$ cat src/rtl/mem_arb_pkg.sv
// Shared types and default widths for the memory port arbiter.
package mem_arb_pkg;

    localparam int unsigned MEM_AW = 32;
    localparam int unsigned MEM_DW = 32;

    typedef enum logic [1:0] {
        IDLE,
        ISSUE,
        WAIT
    } state_t;

    typedef enum logic [1:0] {
        OWN_NONE,
        OWN_IF,
        OWN_D
    } owner_t;

    typedef struct packed {
        logic              we;
        logic [MEM_AW-1:0] addr;
        logic [MEM_DW-1:0] wdata;
    } mem_cmd_t;

endpackage

$ cat src/rtl/mem_port_arbiter_if.sv
// Pipeline-side and memory-side signals of the shared memory port.
// master: the arbiter's view. slave: pipeline + memory (environment) view.
interface mem_port_arbiter_if #(
    parameter int unsigned AW = 32,
    parameter int unsigned DW = 32
);
    logic          if_req;
    logic [AW-1:0] if_addr;
    logic          if_flush;
    logic [DW-1:0] if_rdata;
    logic          if_rvalid;
    logic          if_stall;

    logic          d_req;
    logic          d_we;
    logic [AW-1:0] d_addr;
    logic [DW-1:0] d_wdata;
    logic [DW-1:0] d_rdata;
    logic          d_rvalid;
    logic          d_stall;

    logic          mem_req;
    logic          mem_we;
    logic [AW-1:0] mem_addr;
    logic [DW-1:0] mem_wdata;
    logic          mem_gnt;
    logic [DW-1:0] mem_rdata;
    logic          mem_rvalid;

    modport master (
        input  if_req, if_addr, if_flush,
        input  d_req, d_we, d_addr, d_wdata,
        input  mem_gnt, mem_rdata, mem_rvalid,
        output if_rdata, if_rvalid, if_stall,
        output d_rdata, d_rvalid, d_stall,
        output mem_req, mem_we, mem_addr, mem_wdata
    );

    modport slave (
        output if_req, if_addr, if_flush,
        output d_req, d_we, d_addr, d_wdata,
        output mem_gnt, mem_rdata, mem_rvalid,
        input  if_rdata, if_rvalid, if_stall,
        input  d_rdata, d_rvalid, d_stall,
        input  mem_req, mem_we, mem_addr, mem_wdata
    );

endinterface

$ cat src/rtl/mem_arb_pick.sv
// Combinational grant decision between fetch and data requesters.
module mem_arb_pick
    import mem_arb_pkg::*;
(
    input  logic   if_req,
    input  logic   d_req,
    input  logic   starve_hit,
    output owner_t owner
);

    // Data wins by default; a fetch that has waited through enough data grants wins instead.
    always_comb begin
        owner = OWN_NONE;
        if (if_req && starve_hit) begin
            owner = OWN_IF;
        end else if (d_req) begin
            owner = OWN_D;
        end else if (if_req) begin
            owner = OWN_IF;
        end
    end

endmodule

$ cat src/rtl/mem_port_arbiter.sv
// Shares one single-ported memory between instruction fetch and load/store.
// One outstanding transaction; killed fetch responses are consumed silently.
module mem_port_arbiter
    import mem_arb_pkg::*;
#(
    parameter int unsigned AW         = MEM_AW,
    parameter int unsigned DW         = MEM_DW,
    parameter int unsigned STARVE_MAX = 4
)(
    input logic                clk,
    input logic                rst_n,
    mem_port_arbiter_if.master bus
);

    localparam int unsigned CW = $clog2(STARVE_MAX + 1);

    state_t        state_q, state_d;
    owner_t        owner_q, pick;
    mem_cmd_t      cmd_q;
    logic          mem_req_q;
    logic          drop_q;
    logic [CW-1:0] starve_cnt;
    logic          if_rvalid_q, d_rvalid_q;
    logic [DW-1:0] if_rdata_q, d_rdata_q;

    logic starve_hit, flush_hit;
    logic load_cmd, req_clr, drop_set, drop_clr, pulse_if, pulse_d;

    assign starve_hit = (starve_cnt == CW'(STARVE_MAX));
    assign flush_hit  = bus.if_flush && (owner_q == OWN_IF);

    mem_arb_pick u_pick (
        .if_req     (bus.if_req),
        .d_req      (bus.d_req),
        .starve_hit (starve_hit),
        .owner      (pick)
    );

    // State register.
    always_ff @(posedge clk) begin
        if (!rst_n) begin
            state_q <= IDLE;
        end else begin
            state_q <= state_d;
        end
    end

    // Next-state: a flush before grant aborts; a flush at or after grant rides through WAIT.
    always_comb begin
        state_d = state_q;
        unique case (state_q)
            IDLE:    if (pick != OWN_NONE) state_d = ISSUE;
            ISSUE: begin
                if (bus.mem_gnt) begin
                    state_d = WAIT;
                end else if (flush_hit) begin
                    state_d = IDLE;
                end
            end
            WAIT:    if (bus.mem_rvalid) state_d = IDLE;
            default: state_d = IDLE;
        endcase
    end

    // Output/control strobes for the datapath registers.
    always_comb begin
        load_cmd = 1'b0;
        req_clr  = 1'b0;
        drop_set = 1'b0;
        drop_clr = 1'b0;
        pulse_if = 1'b0;
        pulse_d  = 1'b0;
        unique case (state_q)
            IDLE:  load_cmd = (pick != OWN_NONE);
            ISSUE: begin
                req_clr  = bus.mem_gnt || flush_hit;
                drop_set = bus.mem_gnt && flush_hit;
            end
            WAIT: begin
                if (bus.mem_rvalid) begin
                    drop_clr = 1'b1;
                    pulse_if = (owner_q == OWN_IF) && !drop_q && !flush_hit;
                    pulse_d  = (owner_q == OWN_D);
                end else begin
                    drop_set = flush_hit;
                end
            end
            default: ;
        endcase
    end

    // Command register, owner and drop flag for the transaction in flight.
    always_ff @(posedge clk) begin
        if (!rst_n) begin
            owner_q   <= OWN_NONE;
            cmd_q     <= '0;
            mem_req_q <= 1'b0;
            drop_q    <= 1'b0;
        end else begin
            if (load_cmd) begin
                owner_q     <= pick;
                cmd_q.we    <= (pick == OWN_D) && bus.d_we;
                cmd_q.addr  <= (pick == OWN_D) ? bus.d_addr : bus.if_addr;
                cmd_q.wdata <= (pick == OWN_D) ? bus.d_wdata : '0;
                mem_req_q   <= 1'b1;
            end else if (req_clr) begin
                mem_req_q <= 1'b0;
            end
            if (drop_set) begin
                drop_q <= 1'b1;
            end else if (drop_clr) begin
                drop_q <= 1'b0;
            end
        end
    end

    // Response pulses and captured read data.
    always_ff @(posedge clk) begin
        if (!rst_n) begin
            if_rvalid_q <= 1'b0;
            d_rvalid_q  <= 1'b0;
            if_rdata_q  <= '0;
            d_rdata_q   <= '0;
        end else begin
            if_rvalid_q <= pulse_if;
            d_rvalid_q  <= pulse_d;
            if (pulse_if) if_rdata_q <= bus.mem_rdata;
            if (pulse_d)  d_rdata_q  <= bus.mem_rdata;
        end
    end

    // Count data grants that overtook a waiting fetch.
    always_ff @(posedge clk) begin
        if (!rst_n || !bus.if_req) begin
            starve_cnt <= '0;
        end else if (load_cmd && pick == OWN_IF) begin
            starve_cnt <= '0;
        end else if (load_cmd && pick == OWN_D && !starve_hit) begin
            starve_cnt <= starve_cnt + CW'(1);
        end
    end

    assign bus.mem_req   = mem_req_q;
    assign bus.mem_we    = cmd_q.we;
    assign bus.mem_addr  = cmd_q.addr[AW-1:0];
    assign bus.mem_wdata = cmd_q.wdata[DW-1:0];
    assign bus.if_rvalid = if_rvalid_q;
    assign bus.if_rdata  = if_rdata_q;
    assign bus.d_rvalid  = d_rvalid_q;
    assign bus.d_rdata   = d_rdata_q;
    assign bus.if_stall  = bus.if_req & ~if_rvalid_q;
    assign bus.d_stall   = bus.d_req & ~d_rvalid_q;

    // A data requester must hold d_req until its response.
    a_d_hold: assert property (@(posedge clk) disable iff (!rst_n)
        (state_q != IDLE && owner_q == OWN_D) |-> bus.d_req);

    // A fetch may only give up its request through a flush.
    a_if_hold: assert property (@(posedge clk) disable iff (!rst_n)
        (state_q != IDLE && owner_q == OWN_IF && !drop_q) |-> (bus.if_req || bus.if_flush));

endmodule

$ cat src/flat_wrapper.sv
// flat-port wrapper written by rule: the top's interface ports become plain ports
module mem_port_arbiter_flat import mem_arb_pkg::*;
#(
    parameter int unsigned AW         = MEM_AW,
    parameter int unsigned DW         = MEM_DW,
    parameter int unsigned STARVE_MAX = 4
)
  (clk, rst_n, bus_if_req, bus_if_addr, bus_if_flush, bus_d_req, bus_d_we, bus_d_addr, bus_d_wdata, bus_mem_gnt, bus_mem_rdata, bus_mem_rvalid, bus_if_rdata, bus_if_rvalid, bus_if_stall, bus_d_rdata, bus_d_rvalid, bus_d_stall, bus_mem_req, bus_mem_we, bus_mem_addr, bus_mem_wdata);
  mem_port_arbiter_if #(.AW(AW), .DW(DW)) bus_i ();
  input logic clk;
  input logic rst_n;
  input wire logic [$bits(bus_i.if_req)-1:0] bus_if_req;
  input wire logic [$bits(bus_i.if_addr)-1:0] bus_if_addr;
  input wire logic [$bits(bus_i.if_flush)-1:0] bus_if_flush;
  input wire logic [$bits(bus_i.d_req)-1:0] bus_d_req;
  input wire logic [$bits(bus_i.d_we)-1:0] bus_d_we;
  input wire logic [$bits(bus_i.d_addr)-1:0] bus_d_addr;
  input wire logic [$bits(bus_i.d_wdata)-1:0] bus_d_wdata;
  input wire logic [$bits(bus_i.mem_gnt)-1:0] bus_mem_gnt;
  input wire logic [$bits(bus_i.mem_rdata)-1:0] bus_mem_rdata;
  input wire logic [$bits(bus_i.mem_rvalid)-1:0] bus_mem_rvalid;
  output wire logic [$bits(bus_i.if_rdata)-1:0] bus_if_rdata;
  output wire logic [$bits(bus_i.if_rvalid)-1:0] bus_if_rvalid;
  output wire logic [$bits(bus_i.if_stall)-1:0] bus_if_stall;
  output wire logic [$bits(bus_i.d_rdata)-1:0] bus_d_rdata;
  output wire logic [$bits(bus_i.d_rvalid)-1:0] bus_d_rvalid;
  output wire logic [$bits(bus_i.d_stall)-1:0] bus_d_stall;
  output wire logic [$bits(bus_i.mem_req)-1:0] bus_mem_req;
  output wire logic [$bits(bus_i.mem_we)-1:0] bus_mem_we;
  output wire logic [$bits(bus_i.mem_addr)-1:0] bus_mem_addr;
  output wire logic [$bits(bus_i.mem_wdata)-1:0] bus_mem_wdata;
  assign bus_i.if_req = bus_if_req;
  assign bus_i.if_addr = bus_if_addr;
  assign bus_i.if_flush = bus_if_flush;
  assign bus_i.d_req = bus_d_req;
  assign bus_i.d_we = bus_d_we;
  assign bus_i.d_addr = bus_d_addr;
  assign bus_i.d_wdata = bus_d_wdata;
  assign bus_i.mem_gnt = bus_mem_gnt;
  assign bus_i.mem_rdata = bus_mem_rdata;
  assign bus_i.mem_rvalid = bus_mem_rvalid;
  assign bus_if_rdata = bus_i.if_rdata;
  assign bus_if_rvalid = bus_i.if_rvalid;
  assign bus_if_stall = bus_i.if_stall;
  assign bus_d_rdata = bus_i.d_rdata;
  assign bus_d_rvalid = bus_i.d_rvalid;
  assign bus_d_stall = bus_i.d_stall;
  assign bus_mem_req = bus_i.mem_req;
  assign bus_mem_we = bus_i.mem_we;
  assign bus_mem_addr = bus_i.mem_addr;
  assign bus_mem_wdata = bus_i.mem_wdata;
  mem_port_arbiter #(.AW(AW), .DW(DW), .STARVE_MAX(STARVE_MAX)) u_core (.clk(clk), .rst_n(rst_n), .bus(bus_i));
endmodule
$ cat config.mk
export PLATFORM = sky130hd
export DESIGN_NAME = mem_port_arbiter_flat
export DESIGN_NICKNAME = d
export VERILOG_FILES = /design/src/rtl/mem_arb_pkg.sv /design/src/rtl/mem_port_arbiter_if.sv /design/src/rtl/mem_arb_pick.sv /design/src/rtl/mem_port_arbiter.sv /design/src/flat_wrapper.sv
export SDC_FILE = /design/constraint.sdc
export NUM_CORES = 1
export LEC_CHECK = 0
export BUFFER_PORTS_ARGS = -buffer_cell sky130_fd_sc_hd__clkbuf_2
export CORE_ASPECT_RATIO = 1.75
export CORE_MARGIN = 2
export CORE_UTILIZATION = 38
export DETAILED_ROUTE_END_ITERATION = 10
export PLACE_DENSITY_LB_ADDON = 0.12
export SLEW_MARGIN = 0
export SYNTH_ARGS = -nofsm -noshare
export SYNTH_HDL_FRONTEND = slang
export SYNTH_SLANG_ARGS = --single-unit
$ cat constraint.sdc
create_clock -name clk -period 1.8 [get_ports clk]
set_input_delay 0.09 -clock clk [delete_from_list [all_inputs] [get_ports clk]]
set_output_delay 0.09 -clock clk [all_outputs]
set_load 0.01 [all_outputs]
==> results of run 1 <==
per-stage QoR:
stage	utilization [%]	cell area, um2
2_1_floorplan	-	5980
6_report	59.9	9220
3_3_place_gp	48.8	7510
3_5_place_dp	48.8	7510
4_1_cts	59.9	9220
5_1_grt	59.9	9220
layout make-up:
cell class / count / area share, %
Multi-Input combinational cell: 442 / 30.8
Tap cell: 186 / 2.52
Clock inverter: 14 / 1.98
Timing Repair Buffer: 393 / 29.3
Inverter: 6 / 0.244
Clock buffer: 18 / 4.76
Sequential cell: 140 / 30.4
kinds of logic (layout without fill, tap and decap cells):
| logic type | count (synthesis) | after routing | synth area share (%) |
|---|---|---|---|
| AO/OA/AOI/OAI | 241 | 241 | 30.3 |
| multiplexers | 1 | 1 | 0.167 |
| AND/OR/NAND/NOR | 194 | 194 | 15.6 |
| XOR/XNOR | 1 | 1 | 0.146 |
| adder cells (fa/ha/maj) | 5 | 5 | 1.05 |
| buffers and inverters | 75 | 431 | 5.84 |
| flip-flops | 140 | 140 | 46.9 |
final timing paths:
check	start	endpoint	slack, ns	cells past startpoint
max	u_core.state_q[0]	u_core.bus.mem_addr[3]	0.14	6
min	bus_d_addr[17]	u_core.bus.mem_addr[17]	0.01	3
max reg2reg	u_core.state_q[0]	u_core.bus.mem_addr[3]	0.14	6
min reg2reg	u_core.bus.d_rdata[13]	u_core.bus.d_rdata[13]	0.45	2
state kept, by name (all words and copies together), names as in the netlist, 2 cells and up:
register              cells
u_core.bus.d_rdata       32
u_core.owner_q            2
u_core.starve_cnt         3
u_core.bus.mem_addr      32
u_core.bus.mem_wdata     32
u_core.state_q            2
u_core.bus.if_rdata      32
layer usage:
layer	share of wire, %	vias up	wire length [um]	global-route usage [%]
met3	5.8	57	1100	5.26
met2	52	260	10000	40.3
met1	38	2942	7220	23.7
met4	3.9	0	738	11.7
met5	0	-	0	0
li1	-	3053	-	-
power by group through the flow:
| stage | Combinational [uW] | Sequential [uW] | Clock, uW |
|---|---|---|---|
| 6_report | 2090 | 3560 | 3680 |
| 3_3_place_gp | 1840 | 3610 | 0 |
| 4_1_cts | 2070 | 3550 | 3770 |
| 5_1_grt | 2280 | 3580 | 3900 |
| 2_1_floorplan | 1040 | 3700 | 0 |
| 3_5_place_dp | 1890 | 3610 | 0 |
layout by cell type (no fill, tap or decap), types with 3 or more instances in the layout:
master / n
clkinv_4: 3
a211oi_2: 20
a21boi_0: 5
bufinv_16: 3
inv_1: 6
ha_1: 4
nand2_1: 75
o21ai_0: 35
a21boi_1: 61
buf_12: 12
nand3_1: 33
o21ai_1: 28
dfxtp_1: 140
a32oi_1: 34
a211oi_1: 44
dlygate4sd3_1: 108
clkbuf_16: 17
and2_1: 5
buf_4: 5
nor2_1: 33
inv_6: 4
clkbuf_2: 268
nor2b_1: 38
critical path: cells and delay by family (launching register included):
kind                     cells  cell delay (ns)
flip-flops                   1             0.33
AO/OA/AOI/OAI                3             0.65
adder cells (fa/ha/maj)      1             0.30
buffers and inverters        2             0.26
what timing repair did:
item                                   in CTS  in global routing
hold buffers                              108                  0
setup endpoints to repair                   0                  3
gates resized for setup                     0                  1
endpoints found under the hold margin     128                  0
==> metrics.md, run 1 <==
| Metric | Value |
|---|---|
| Routed WL | `19100 um` |
| Pwr Density | `1010 nW/um2` |
| Place WS | `0.147 ns` |
| Proportion of layout cells with a drive suffix above 1 | `34.1%` |
| Clock Skew | `0.0108 ns` |
| DRT Pass-1 Iters | `5` |
| CP Cell Sequence | `inv_1 -> ha_2 -> o21a_1 -> buf_12 -> o21ai_0 -> a211oi_1` |
| Global-route wire length before repair | `30700 um` |
| Slew Limit Fails | `0` |
| Post-CTS setup repair buffer count | `0` |
| Hold Slack | `0.00961 ns` |
| Via Count | `6312` |
| Total Power | `9330 uW` |
| Worst path max stage delay | `0.33 ns` |
| Largest net degree at the start of global routing | `64` |
| Reg power frac | `38.1%` |
| Initial antenna violation count | `0` |
| Number of global-route vias before repair | `6342` |
| Wire length per cell | `15.9 um` |
| Clock share of power | `39.5%` |
| Register area share after synthesis | `46.9%` |
| CTS tree | `yes` |
| Antenna diode count | `0` |
| Gr usage total | `22.3%` |
| HPWL Detailed | `12400 um` |
| Avg Vias per Cell | `5.26` |
| Synth cell count leaders | `dfxtp_1, nand2_1, a21boi_1` |
| Internal power | `6580 uW` |
| Initial Utilization | `38.9%` |
| Clk sinks | `140` |
| Gate Count Post-Synth | `657` |
| Leak pwr | `0.00383 uW` |
| Gp weighted congestion | `0.837` |
| Final ANT Viol Nets | `0` |
| Die Ht | `170 um` |
| Max Buffers Root-to-Sink | `2` |
| Final Hold Viols | `0` |
| DR iter-0 viols | `236` |
| Netlist cell types | `43` |
| Least-Margin Pin Slew | `0.581 ns` |
| Outcome | `completed` |
| Mapped Nets | `798` |
| Htree depth | `4` |
| Largest area contributor in the netlist | `dfxtp_1` |
| Slew Limit Headroom | `61.3%` |
| Most common cell in the netlist | `dfxtp_1` |
| Detailed-route DRC error count | `0` |
| Fin crit period | `1.66 ns` |
| Root Buffer | `clkbuf_16` |
| Mapped cell area | `5980 um2` |
| I/O Buffers | `269` |
| Switch Pwr | `2750 uW` |
| Sw Share | `29.5%` |
| Area contributors post-synth | `dfxtp_1, a21boi_1, a211oi_1` |
| Part of the cycle the worst path needs | `92.1%` |
| YS warnings | `0` |
| Gate power share | `22.4%` |
| Worst path slowest cell | `dfxtp_1` |
| # IOs | `270` |
| Worst-Skew Late Latency | `0.41 ns` |
| Area growth, synth to finish | `54.1%` |
| VDD IR-drop max | `0.642 mV` |
| Inserted Clock Buffers | `17` |
| Num rows | `60` |
| Synth Flop Type | `dfxtp_1` |
| Setup Viol. Count Final | `0` |
| Final setup TNS | `0 ns` |
| Setup repair after global routing missed its margin | `false` |
| CP arrival | `1.96 ns` |
| Crit. End Element | `flop` |
| Final worst-path setup slack | `0.143 ns` |
| Clock Pin Slew Worst Setup and Hold Paths | `0.07 ns` |
| Final net count | `1141` |
| Critical Path Fanout Max | `33` |
| Worst min path class | `in -> reg` |
| Grt ovf | `0` |
| Data required, critical path | `2.10 ns` |
| Die area | `16800 um2` |
| FF/Latch Area | `2800 um2` |
| Inst Count DP | `1059` |
| Die width | `98.8 um` |
| Peak Freq | `603 MHz` |
| Core box area | `15400 um2` |
| CP Launch Type | `flop` |
| Maxcap violations | `0` |
| Syn avg cell area | `9.11 um2` |
| Non-filler instance count after layout | `1199` |
| Multi-input gate area | `2840 um2` |
| Asr flop ratio synth | `0%` |
| Top-area cell type share of the netlist area | `46.9%` |
| Critical path type | `reg -> reg` |
| Yosys reg bits | `140` |
| Filler cells | `1319` |
| EDFF count, synth | `0` |
Power figures use the tool's default switching activity.
==> run 2, diff against run 1 <==
--- a/config.mk
+++ b/config.mk
@@ -11,6 +11,7 @@
 export CORE_UTILIZATION = 38
 export DETAILED_ROUTE_END_ITERATION = 10
 export PLACE_DENSITY_LB_ADDON = 0.12
+export RECOVER_POWER = 25
 export SLEW_MARGIN = 0
 export SYNTH_ARGS = -nofsm -noshare
 export SYNTH_HDL_FRONTEND = slang
==> metrics.md, run 2 (synthesis results as in run 1) <==
| Metric | Value |
|---|---|
| Data required, critical path | `2.10 ns (about the same)` |
| Slew Limit Headroom | `61.2% (-0.10 points)` |
| Avg Vias per Cell | `5.25 (-0.30%)` |
| Critical path type | `reg -> reg` |
| Filler cells | `1359 (+3.0%)` |
| FF/Latch Area | `2800 um2 (unchanged)` |
| Part of the cycle the worst path needs | `92.3% (+0.25 points)` |
| # IOs | `270 (unchanged)` |
| Largest delay share family, worst path | `compound AO/OA/AOI/OAI gates` |
| Core box area | `15400 um2 (unchanged)` |
| Area growth, synth to finish | `52.7%` |
| Die area | `16800 um2 (unchanged)` |
| Cell depth of the worst setup path | `6 (unchanged)` |
| Gr usage total | `22.3% (unchanged)` |
| Worst path slowest cell | `dfxtp_1` |
| Die Ht | `170 um (unchanged)` |
| CP Launch Type | `flop` |
| Multi-input gate area | `2840 um2 (unchanged)` |
| Htree depth | `4 (unchanged)` |
| Final Hold Viols | `0 (unchanged)` |
| Detailed-route DRC error count | `0 (unchanged)` |
| Hold Slack | `0.0122 ns (+0.00255 ns)` |
| Clock Pin Slew Worst Setup and Hold Paths | `0.07 ns (about the same)` |
| Die width | `98.8 um (unchanged)` |
| Num rows | `60 (unchanged)` |
| HPWL Detailed | `12400 um (unchanged)` |
| Worst-case reg-to-reg path depth | `6 (unchanged)` |
| DRT Pass-1 Iters | `5 (unchanged)` |
| CP Cell Sequence | `inv_1 -> ha_2 -> o21a_1 -> buf_12 -> o21ai_0 -> a211oi_1` |
| Pwr Density | `1020 nW/um2 (+0.66%)` |
| Initial antenna violation count | `0 (unchanged)` |
| Critical Path Fanout Max | `33 (unchanged)` |
| Crit. End Element | `flop` |
| Worst min path class | `in -> reg` |
| Final net count | `1141 (unchanged)` |
| Commonest non-fill, non-tap cell in the layout | `clkbuf_2` |
| I/O Buffers | `269 (unchanged)` |
| Outcome | `completed` |
| Routed WL | `19200 um (+0.47%)` |
| Number of global-route vias before repair | `6342 (unchanged)` |
| Wire length per cell | `16.0 um (+0.47%)` |
| Root Buffer | `clkbuf_16` |
| CTS tree | `yes` |
| Global-route wire length before repair | `30700 um (unchanged)` |
| Most frequent cells in the layout | `clkbuf_2, dfxtp_1, dlygate4sd3_1` |
| Setup Viol. Count Final | `0 (unchanged)` |
| Maxcap violations | `0 (unchanged)` |
| Least-Margin Pin Slew | `0.582 ns (+0.00153 ns)` |
| Largest net degree at the start of global routing | `64 (unchanged)` |
| Final ANT Viol Nets | `0 (unchanged)` |
| Hold depth | `3 (unchanged)` |
| Antenna diode count | `0 (unchanged)` |
| Via Count | `6293 (-0.30%)` |
| Fin crit period | `1.66 ns (+0.00446 ns)` |
| Slew Limit Fails | `0 (unchanged)` |
| Clk sinks | `140 (unchanged)` |
| Peak Freq | `602 MHz (-0.27%)` |
| Clock Skew | `0.0106 ns (-0.000128 ns)` |
| Worst-Skew Late Latency | `0.41 ns (about the same)` |
| Inserted Clock Buffers | `17 (unchanged)` |
| Setup repair after global routing missed its margin | `false` |
| Grt ovf | `0 (unchanged)` |
| Gp weighted congestion | `0.837 (unchanged)` |
| Proportion of layout cells with a drive suffix above 1 | `27.3% (-6.7 points)` |
| CP arrival | `1.96 ns (about the same)` |
| DR iter-0 viols | `216 (-8.5%)` |
| CP bufs+invs | `2 (unchanged)` |
| Initial Utilization | `38.9% (unchanged)` |
| VDD IR-drop max | `0.642 mV (about the same)` |
| Final setup TNS | `0 ns (unchanged)` |
| Worst path max stage delay | `0.33 ns (about the same)` |
| Post-CTS setup repair buffer count | `0 (unchanged)` |
| Max Buffers Root-to-Sink | `2 (unchanged)` |
| Leak pwr | `0.00360 uW (-6.0%)` |
run 2: cell counts in the layout (fill, tap and decap cells not counted):
Identical to the previous run, type by type.
run 2: through the flow:
step	instances	setup slack, ns	cell area, um2	power (uW)	utilization, %
after floorplan	657	0.289	5980	4740	-
after detailed placement	1059	0.147	7510	5500	48.8
after CTS	1199	0.152	9220	9390	59.9
after global routing	1199	0.0379	9130	9730	59.3
final	1199	0.138	9130	9300	59.3
after global placement	1059	0.249	7510	5450	48.8
run 2: metal layers:
layer,GRT usage (%),routed length [um],vias up
met3,5.26,1190,57
met1,23.7,7260,2916
li1,-,-,3053
met4,11.7,740,0
met5,0,0,-
met2,40.3,9950,267
run 2: what timing repair did:
action                     CTS  global route
hold buffers               108             0
setup endpoints to repair    0             3
hold endpoints to repair   128             0
resized for setup            0             1
run 2: where the power goes:
part           internal (uW)  switching (uW)
Clock                   2250            1430
Sequential              3380             175
Combinational            921            1140
run 2: layout make-up:
| type | count | area share [%] |
|---|---|---|
| Clock inverter | 14 | 2.00 |
| Sequential cell | 140 | 30.7 |
| Tap cell | 186 | 2.55 |
| Clock buffer | 18 | 4.81 |
| Inverter | 6 | 0.247 |
| Multi-Input combinational cell | 442 | 31.1 |
| Timing Repair Buffer | 393 | 28.6 |
run 2: path summary, 6_finish.rpt:
path	from	end	slack, ns
max	u_core.state_q[0]	u_core.bus.mem_addr[3]	0.14
min	bus_d_addr[17]	u_core.bus.mem_addr[17]	0.01
max reg2reg	u_core.state_q[0]	u_core.bus.mem_addr[3]	0.14
min reg2reg	u_core.bus.d_rdata[16]	u_core.bus.d_rdata[16]	0.45
run 2: worst reg2reg max path, cell delays in order, from the launching register on:
cell and delay (ns):
dfxtp_1 0.33, inv_1 0.08, ha_2 0.30, o21a_1 0.20
buf_12 0.19, o21ai_0 0.13, a211oi_1 0.33
